File: src/rtl/buzzer_sched.sv
// buzzer_sched: fixed-priority play-request scheduler driving a single buzzer player.
module buzzer_sched #(
    parameter int NUM_REQ         = 3,
    parameter int GAP_CYCLES      = 5_000_000,
    parameter int MAX_PLAY_CYCLES = 500_000_000
) (
    input  logic               clk,
    input  logic               rst,
    input  logic [NUM_REQ-1:0] req,
    input  logic               mute,
    input  logic               play_done,
    output logic               play_en,
    output logic               player_rst,
    output logic [NUM_REQ-1:0] track_sel,
    output logic               play_start,
    output logic               busy,
    output logic [1:0]         cur_track,
    output logic               timeout,
    output logic [7:0]         preempt_cnt
);
    localparam int GW = GAP_CYCLES > 1 ? $clog2(GAP_CYCLES) : 1;
    localparam int WW = MAX_PLAY_CYCLES > 1 ? $clog2(MAX_PLAY_CYCLES) : 1;
    localparam logic [GW-1:0] GAP_LAST = GW'(GAP_CYCLES - 1);
    localparam logic [WW-1:0] WD_LAST  = WW'(MAX_PLAY_CYCLES - 1);

    typedef enum logic [2:0] {IDLE, START, PLAY, ABORT, GAP} state_t;

    state_t             state;
    logic [NUM_REQ-1:0] pend;
    logic [NUM_REQ-1:0] clr;
    logic [NUM_REQ-1:0] pend_nxt;
    logic [GW-1:0]      gap_cnt;
    logic [WW-1:0]      wd_cnt;
    logic [1:0]         gnt_idx;
    logic               hi_pend;
    logic               grant;

    always_comb begin
        gnt_idx = '0;
        hi_pend = 1'b0;
        for (int i = 0; i < NUM_REQ; i++) begin
            if (pend[i]) gnt_idx = 2'(i);
            if (pend[i] && 2'(i) > cur_track) hi_pend = 1'b1;
        end
        grant    = !mute && |pend && (state == IDLE || state == ABORT);
        clr      = grant ? NUM_REQ'(1) << gnt_idx : '0;
        // a new request on the bit being granted survives the clear
        pend_nxt = mute ? '0 : (pend & ~clr) | req;
    end

    always_ff @(posedge clk) begin
        if (rst) begin
            state       <= IDLE;
            pend        <= '0;
            cur_track   <= '0;
            gap_cnt     <= '0;
            wd_cnt      <= '0;
            preempt_cnt <= '0;
            timeout     <= 1'b0;
        end else begin
            pend    <= pend_nxt;
            timeout <= 1'b0;
            case (state)
                IDLE, ABORT: begin
                    state <= grant ? START : IDLE;
                    if (grant) cur_track <= gnt_idx;
                end
                START: begin
                    state  <= PLAY;
                    wd_cnt <= '0;
                end
                PLAY: begin
                    wd_cnt <= wd_cnt + 1'b1;
                    if (mute) state <= GAP;
                    else if (hi_pend) begin
                        state       <= ABORT;
                        preempt_cnt <= preempt_cnt + {7'd0, preempt_cnt != 8'hff};
                    end else if (play_done) state <= GAP;
                    else if (wd_cnt == WD_LAST) begin
                        state   <= GAP;
                        timeout <= 1'b1;
                    end
                end
                GAP: begin
                    gap_cnt <= gap_cnt == GAP_LAST ? '0 : gap_cnt + 1'b1;
                    if (gap_cnt == GAP_LAST) state <= IDLE;
                end
                default: state <= IDLE;
            endcase
        end
    end

    always_comb begin
        play_en    = state == PLAY;
        player_rst = state == IDLE || state == GAP || state == ABORT;
        track_sel  = (state == START || state == PLAY) ? NUM_REQ'(1) << cur_track : '0;
        play_start = state == START;
        busy       = state != IDLE;
    end
endmodule

File: config.mk
export PLATFORM = sky130hd
export DESIGN_NAME = buzzer_sched
export DESIGN_NICKNAME = d
export VERILOG_FILES = /design/src/rtl/buzzer_sched.sv
export SDC_FILE = /design/constraint.sdc
export NUM_CORES = 1
export LEC_CHECK = 0
export CAP_MARGIN = 20
export CORE_MARGIN = 2
export CORE_UTILIZATION = 52
export CTS_BUF_LIST = sky130_fd_sc_hd__clkbuf_8 sky130_fd_sc_hd__clkbuf_16
export CTS_CLUSTER_SIZE = 20
export DETAILED_ROUTE_END_ITERATION = 7
export GPL_TIMING_DRIVEN = 0
export PLACE_DENSITY = 0.79
export SLEW_MARGIN = 25
export SYNTH_ARGS = -nofsm -noshare
export SYNTH_HDL_FRONTEND = slang
export SYNTH_SLANG_ARGS = --single-unit
File: constraint.sdc
create_clock -name clk -period 1.85 [get_ports clk]
set_input_delay 0.37 -clock clk [delete_from_list [all_inputs] [get_ports clk]]
set_output_delay 0.37 -clock clk [all_outputs]
set_load 0.05 [all_outputs]
-- Word-level counts from Yosys, hierarchy flattened
Cells that the tools add are included.
W data, S select, Z words.
- register bits: 69
- bits of input ports: 7
- logic and storage cells: 66
- output and inout port bits: 18
- bitwise gates (word level): 5
- reductions and logical operators: 20
- $add $sub $neg: 3
- shifts and indexed selects: 2
- order comparisons: 3
- eq/ne operators: 9
- mux-type cells: 17
- operators with widths (operator ; number):
    $pmux W29 S2 ; 1
    $add A29 B1 Y29 const B ; 1
    $eq A29 B29 Y1 const B ; 1
    $add A23 B1 Y23 const B ; 1
    $eq A23 B23 Y1 const B ; 1
    $mux W23 ; 1
    $mux W3 ; 7
    $pmux W3 S4 ; 1
    $add A8 B1 Y8 ; 1
    $ne A8 B8 Y1 const B ; 1
    $eq A3 B2 Y1 const B ; 2
    $mux W1 ; 6
    $shl A1 B2 Y3 const A ; 2
    $logic_and A1 B1 Y1 ; 5
    $ne A5 B3 Y1 const B ; 1
    $reduce_or A5 Y1 ; 1
    $gt A1 B2 Y1 const A ; 2
    $logic_or A1 B1 Y1 ; 4
    $reduce_and A2 Y1 ; 2
    $reduce_or A2 Y1 ; 2
    $and A3 B3 Y3 ; 1
    $eq A3 B1 Y1 const B ; 1
    $eq A3 B3 Y1 const B ; 1
    $logic_not A3 Y1 ; 1
    other kinds (11) ; 12

-- Longest topological paths before layout
- depth after elaboration: 8
- gate-level depth with buffers: 8
- gate-level depth less buffers: 8

-- Least setup slack after synthesis
No wires, ideal clock.
- path kind: register to output
- from: reg state[1]
- to: out track_sel[1]
- arrival: 2.757 ns
- data required time: 1.480 ns
- cell stages (with the launch flop): 6
- setup slack: -1.277 ns
- path through: dfxtp_1 > or3b_4 > buf_6 > inv_1 > nor2_1 > nor3b_1
- word-level cells in the longest chain between the ends: 3
- elaborated cells on any way between the ends: 4
- ends and longest elaborated chain (what ; line ; source):
    start: declaration ; 28 ; state_t state;
    start signal: assignment ; 65 ; state <= grant ? START : IDLE;
    $eq A3 B2 Y1 ; n/a ;
    net play_en ; 12 ; output logic play_en,
    $logic_or A1 B1 Y1 ; 96 ; track_sel = (state == START || state == PLAY) ? NUM_REQ'(1) << cur_track : '0;
    $mux W3 ; 96 ;
    end: declaration ; 14 ; output logic [NUM_REQ-1:0] track_sel,
The timed path passes the listed nets, and every way through them passes these cells.

-- Worst setup path in the final report
- from: reg state[0]
- to: reg preempt_cnt[3]
- word-level cells in the longest chain between the ends: 2
- ends and longest elaborated chain (what ; line ; source):
    $eq A3 B2 Y1 ; 63 ; case (state)
    $reduce_and A3 Y1 (no line) ; n/a ;
    end signal: assignment ; 77 ; preempt_cnt <= preempt_cnt + {7'd0, preempt_cnt != 8'hff};
    end: declaration ; 19 ; output logic [7:0] preempt_cnt
Every way passes these cells.
A chain may end at the register's enable or synchronous reset.

==> impl_metrics.xml <==
<?xml version="1.0" encoding="UTF-8"?>
<metrics>
  <group name="clock_network">
    <metric name="ctsRootBufferMaster" unit="">clkbuf_8</metric>
    <metric name="cts_tree" unit="">yes</metric>
    <metric name="cts_made_buffers" unit="">9</metric>
    <metric name="ctsHtreeMaxLevel" unit="">3</metric>
    <metric name="cts_hold_repair.buffers" unit="">0</metric>
    <metric name="clock_tree.buffer_depth" unit="">2</metric>
    <metric name="clk_latency" unit="ns">0.34</metric>
    <metric name="cts_sinks" unit="">69</metric>
    <metric name="clk_pin_slew_worst_paths" unit="ns">0.07</metric>
  </group>
  <group name="run_status">
    <metric name="status" unit="">complete, but fails checks</metric>
    <metric name="failed_checks" unit="">setup timing</metric>
  </group>
  <group name="synthesis">
    <metric name="synth.yosys.seq_area_share" unit="%">41.07</metric>
    <metric name="synthDistinctLibCells" unit="">46</metric>
    <metric name="synth_ff_type" unit="">dfxtp_1</metric>
    <metric name="ff_latch_count_synth" unit="">69</metric>
    <metric name="synth_enable_flop_cells" unit="">0</metric>
    <metric name="ys_warn_count" unit="">0</metric>
    <metric name="syn-num-nets" unit="">418</metric>
    <metric name="syn_area" unit="µm²">3363</metric>
    <metric name="post_synth_inst_count" unit="">407</metric>
    <metric name="syn_area_per_cell" unit="µm²">8.263</metric>
    <metric name="async_reset_ff_share" unit="%">0</metric>
  </group>
  <group name="floorplan">
    <metric name="rows" unit="">29</metric>
    <metric name="fp.dieArea" unit="µm²">7127</metric>
    <metric name="design.core.area" unit="µm²">6314</metric>
    <metric name="chipWidth" unit="µm">84.42</metric>
    <metric name="starting_utilization_of_the_core_area" unit="%">53.27</metric>
    <metric name="die-height" unit="µm">84.42</metric>
    <metric name="ios" unit="">25</metric>
  </group>
  <group name="grt">
    <metric name="largest_net_degree_at_the_start_of_global_routing" unit="">12</metric>
    <metric name="global_route.usage.total" unit="%">23.59</metric>
    <metric name="antenna_found_initial" unit="">0</metric>
    <metric name="first_pass_grt_wire_length" unit="µm">13860</metric>
    <metric name="first_global_vias" unit="">2998</metric>
    <metric name="globalRouteOverflowTotal" unit="">0</metric>
  </group>
  <group name="setup_path">
    <metric name="required" unit="ns">2.11</metric>
    <metric name="timing.critical_path.cells" unit="">or3b_4 &gt; buf_8 &gt; buf_4 &gt; buf_6 &gt; a2111o_1 &gt; or3_1 &gt; a21oi_2</metric>
    <metric name="worstSetupStartpointType" unit="">flop</metric>
    <metric name="slowest_stage_delay_on_critical_path" unit="ns">0.42</metric>
    <metric name="timing.setup.critical_path_class" unit="">reg -&gt; reg</metric>
    <metric name="critical_path_arrival" unit="ns">2.44</metric>
    <metric name="cp_max_fo" unit="">6</metric>
    <metric name="worst_path_max_delay_cell" unit="">a2111o_1</metric>
    <metric name="critPathCaptureType" unit="">flop</metric>
  </group>
  <group name="routing">
    <metric name="topRoutingLayerUsed" unit="">met4</metric>
    <metric name="detailedRoute.firstPassIterationCount" unit="">5</metric>
    <metric name="ant_nets" unit="">0</metric>
    <metric name="number_of_drc_markers_after_the_initial_detailed_route_iteration" unit="">187</metric>
    <metric name="wl_met3" unit="µm">372</metric>
    <metric name="met2_wirelength_from_detailed_routing" unit="µm">4890</metric>
    <metric name="wl_per_cell" unit="µm">16.34</metric>
    <metric name="drt-total-wl" unit="µm">9201</metric>
    <metric name="route.detailed.vias_per_inst" unit="">5.941</metric>
    <metric name="m1WireLength" unit="µm">3792</metric>
    <metric name="overall_via_count_from_detail_route" unit="">3345</metric>
    <metric name="detail_route.drc_violations" unit="">0</metric>
  </group>
  <group name="finish">
    <metric name="stdcell_area" unit="µm²">4716</metric>
    <metric name="layout.cells.non_filler" unit="">563</metric>
    <metric name="final_nets" unit="">492</metric>
    <metric name="insertedDiodeCount" unit="">0</metric>
    <metric name="final_layout_size_suffix_gt1_share" unit="%">37.04</metric>
    <metric name="relative_area_change_from_synthesis_to_final_layout" unit="%">40.22</metric>
    <metric name="finish.utilization" unit="%">74.69</metric>
  </group>
  <group name="hold_path">
    <metric name="min_path_type" unit="">reg -&gt; reg</metric>
  </group>
  <group name="sta">
    <metric name="fmax" unit="MHz">458.0</metric>
    <metric name="max_slew.worst_pin.slew" unit="ns">0.6993</metric>
    <metric name="timing_hold_violations_final" unit="">0</metric>
    <metric name="drv_slew" unit="">0</metric>
    <metric name="clock-skew-final" unit="ns">0.005250</metric>
    <metric name="timing.hold.ws" unit="ns">0.4723</metric>
    <metric name="worst_slew_margin_rel" unit="%">53.38</metric>
    <metric name="rsz0062_at_grt" unit="">true</metric>
    <metric name="setup_viol_count_final" unit="">58</metric>
    <metric name="final.min_clock_period" unit="ns">2.183</metric>
    <metric name="postLayoutSetupSlackWorst" unit="ns">-0.3333</metric>
    <metric name="final_min_period_over_clock_period" unit="%">118.0</metric>
  </group>
  <group name="placement">
    <metric name="dpl_worst_slack" unit="ns">-0.7112</metric>
    <metric name="gp_congestion" unit="">0.8296</metric>
    <metric name="place_hpwl" unit="µm">5098</metric>
    <metric name="place_area" unit="µm²">3754</metric>
    <metric name="buffer_ports.inserted" unit="">22</metric>
    <metric name="dpl.cell_count" unit="">506</metric>
  </group>
  <group name="run">
    <metric name="timing.max_cap.violations" unit="">0</metric>
  </group>
  <group name="power_and_ir_drop">
    <metric name="powerDensity" unit="nW/µm²">649.5</metric>
    <metric name="p_leak" unit="nW">1.772</metric>
    <metric name="irDropWorstVdd" unit="µV">599.5</metric>
  </group>
</metrics>
## final cells by class
cell class	instances	area (µm²)
fill	420	1598
multi-input combinational	312	2262
clock inverter	7	82.58
sequential	69	1419
clock buffer	9	123.9
timing repair buffer	64	604.3
inverter	12	48.80
buffer	13	78.83
tap	77	96.34
## power breakdown
group          internal (W)  total (W)  switching (W)
registers           0.00149    0.00150      0.0000159
clock network      0.000742    0.00129       0.000553
logic              0.000103   0.000266       0.000162
total               0.00233    0.00306       0.000731
## synth_stat cells (2+ instances only)
master	n	area [µm²]
dfxtp_1	69	1381
nor2_1	54	202.7
nand2_1	46	172.7
a21oi_1	28	140.1
nand3_1	26	130.1
nand4_1	18	112.6
xnor2_1	16	140.1
mux2_2	14	157.7
nor3_1	13	65.06
inv_1	12	45.04
or3_1	11	68.82
and3_1	10	62.56
clkbuf_1	10	37.54
xor2_1	8	70.07
nor4_1	7	43.79
o21ai_0	7	35.03
or2_2	6	37.54
ha_1	4	50.05
nand3b_1	4	30.03
nor3b_1	4	30.03
o211ai_1	4	30.03
or4_1	4	30.03
a211oi_1	2	15.01
and4_1	2	17.52
buf_4	2	15.01
nand2b_1	2	12.51
nor3_2	2	20.02
nor4b_1	2	17.52
o21a_1	2	15.01
or4b_1	2	20.02
## final timing paths
path,from,endpoint,slack [ns],cells past startpoint
max,state[0]$_SDFFE_PP0P_,preempt_cnt[3]$_SDFFE_PP0P_,-0.33,7
min,wd_cnt[4]$_SDFFE_PP0P_,wd_cnt[4]$_SDFFE_PP0P_,0.47,1
max reg2reg,state[0]$_SDFFE_PP0P_,preempt_cnt[3]$_SDFFE_PP0P_,-0.33,7
min reg2reg,wd_cnt[4]$_SDFFE_PP0P_,wd_cnt[4]$_SDFFE_PP0P_,0.47,1
## registers in the layout, summed over array words and instances (netlist names)
name and cells:
cur_track 2, gap_cnt 23, pend 3, preempt_cnt 8
state 3, timeout 1, wd_cnt 29
## cell usage in the layout (no fill, tap or decap), types with 5 or more instances in the layout
master,n
dfxtp_1,53
nand2_1,39
nor2_1,30
buf_4,28
nand3_1,20
nor2_2,19
nand4_1,18
buf_6,18
a21oi_1,17
xnor2_1,16
inv_1,12
a21oi_2,11
and3_1,10
clkbuf_1,10
mux2_2,9
clkbuf_8,9
dfxtp_2,9
dlygate4sd2_1,9
or3_1,8
xor2_1,8
o21ai_0,7
nor4_1,7
dfxtp_4,7
buf_8,6
nor3_1,6
nand2_2,5
nor2_4,5
nor3_4,5
or2_4,5
mux2_4,5
nor3_2,5
## timing repair
action,CTS,global route
endpoints found under the setup margin,69,65
pin swaps,13,30
setup buffers,19,23
gates resized for setup,89,97
gates cloned,1,0
## kinds of logic after synthesis
family	share of synthesized area (%)
flops	41.07
buf+inv	3.385
mux	4.687
simple gates	33.82
xor+xnor	6.250
compound gates	9.300
fa+ha+maj	1.488
## per-layer routing
layer,vias to the layer above,global-route usage [%]
li1,1594,-
met1,1626,28.33
met2,104,41.85
met3,21,6.785
met4,0,5.483
met5,-,0
## critical path: cells and delay by family (launching register included)
kind | cells | cell delay, ns
simple gates | 2 | 0.82
buf+inv | 3 | 0.40
flops | 1 | 0.34
compound gates | 2 | 0.55
## metrics by stage
| step | power [W] | setup TNS (ns) |
|---|---|---|
| CTS | 0.003034 | -4.857 |
| floorplan | 0.001672 | -2.601 |
| finish | 0.003063 | -9.191 |
| global placement | 0.001728 | -10.44 |
| global route | 0.003168 | -12.73 |
| detailed placement | 0.001732 | -11.73 |
No activity file was read; power rests on OpenSTA's default activity.
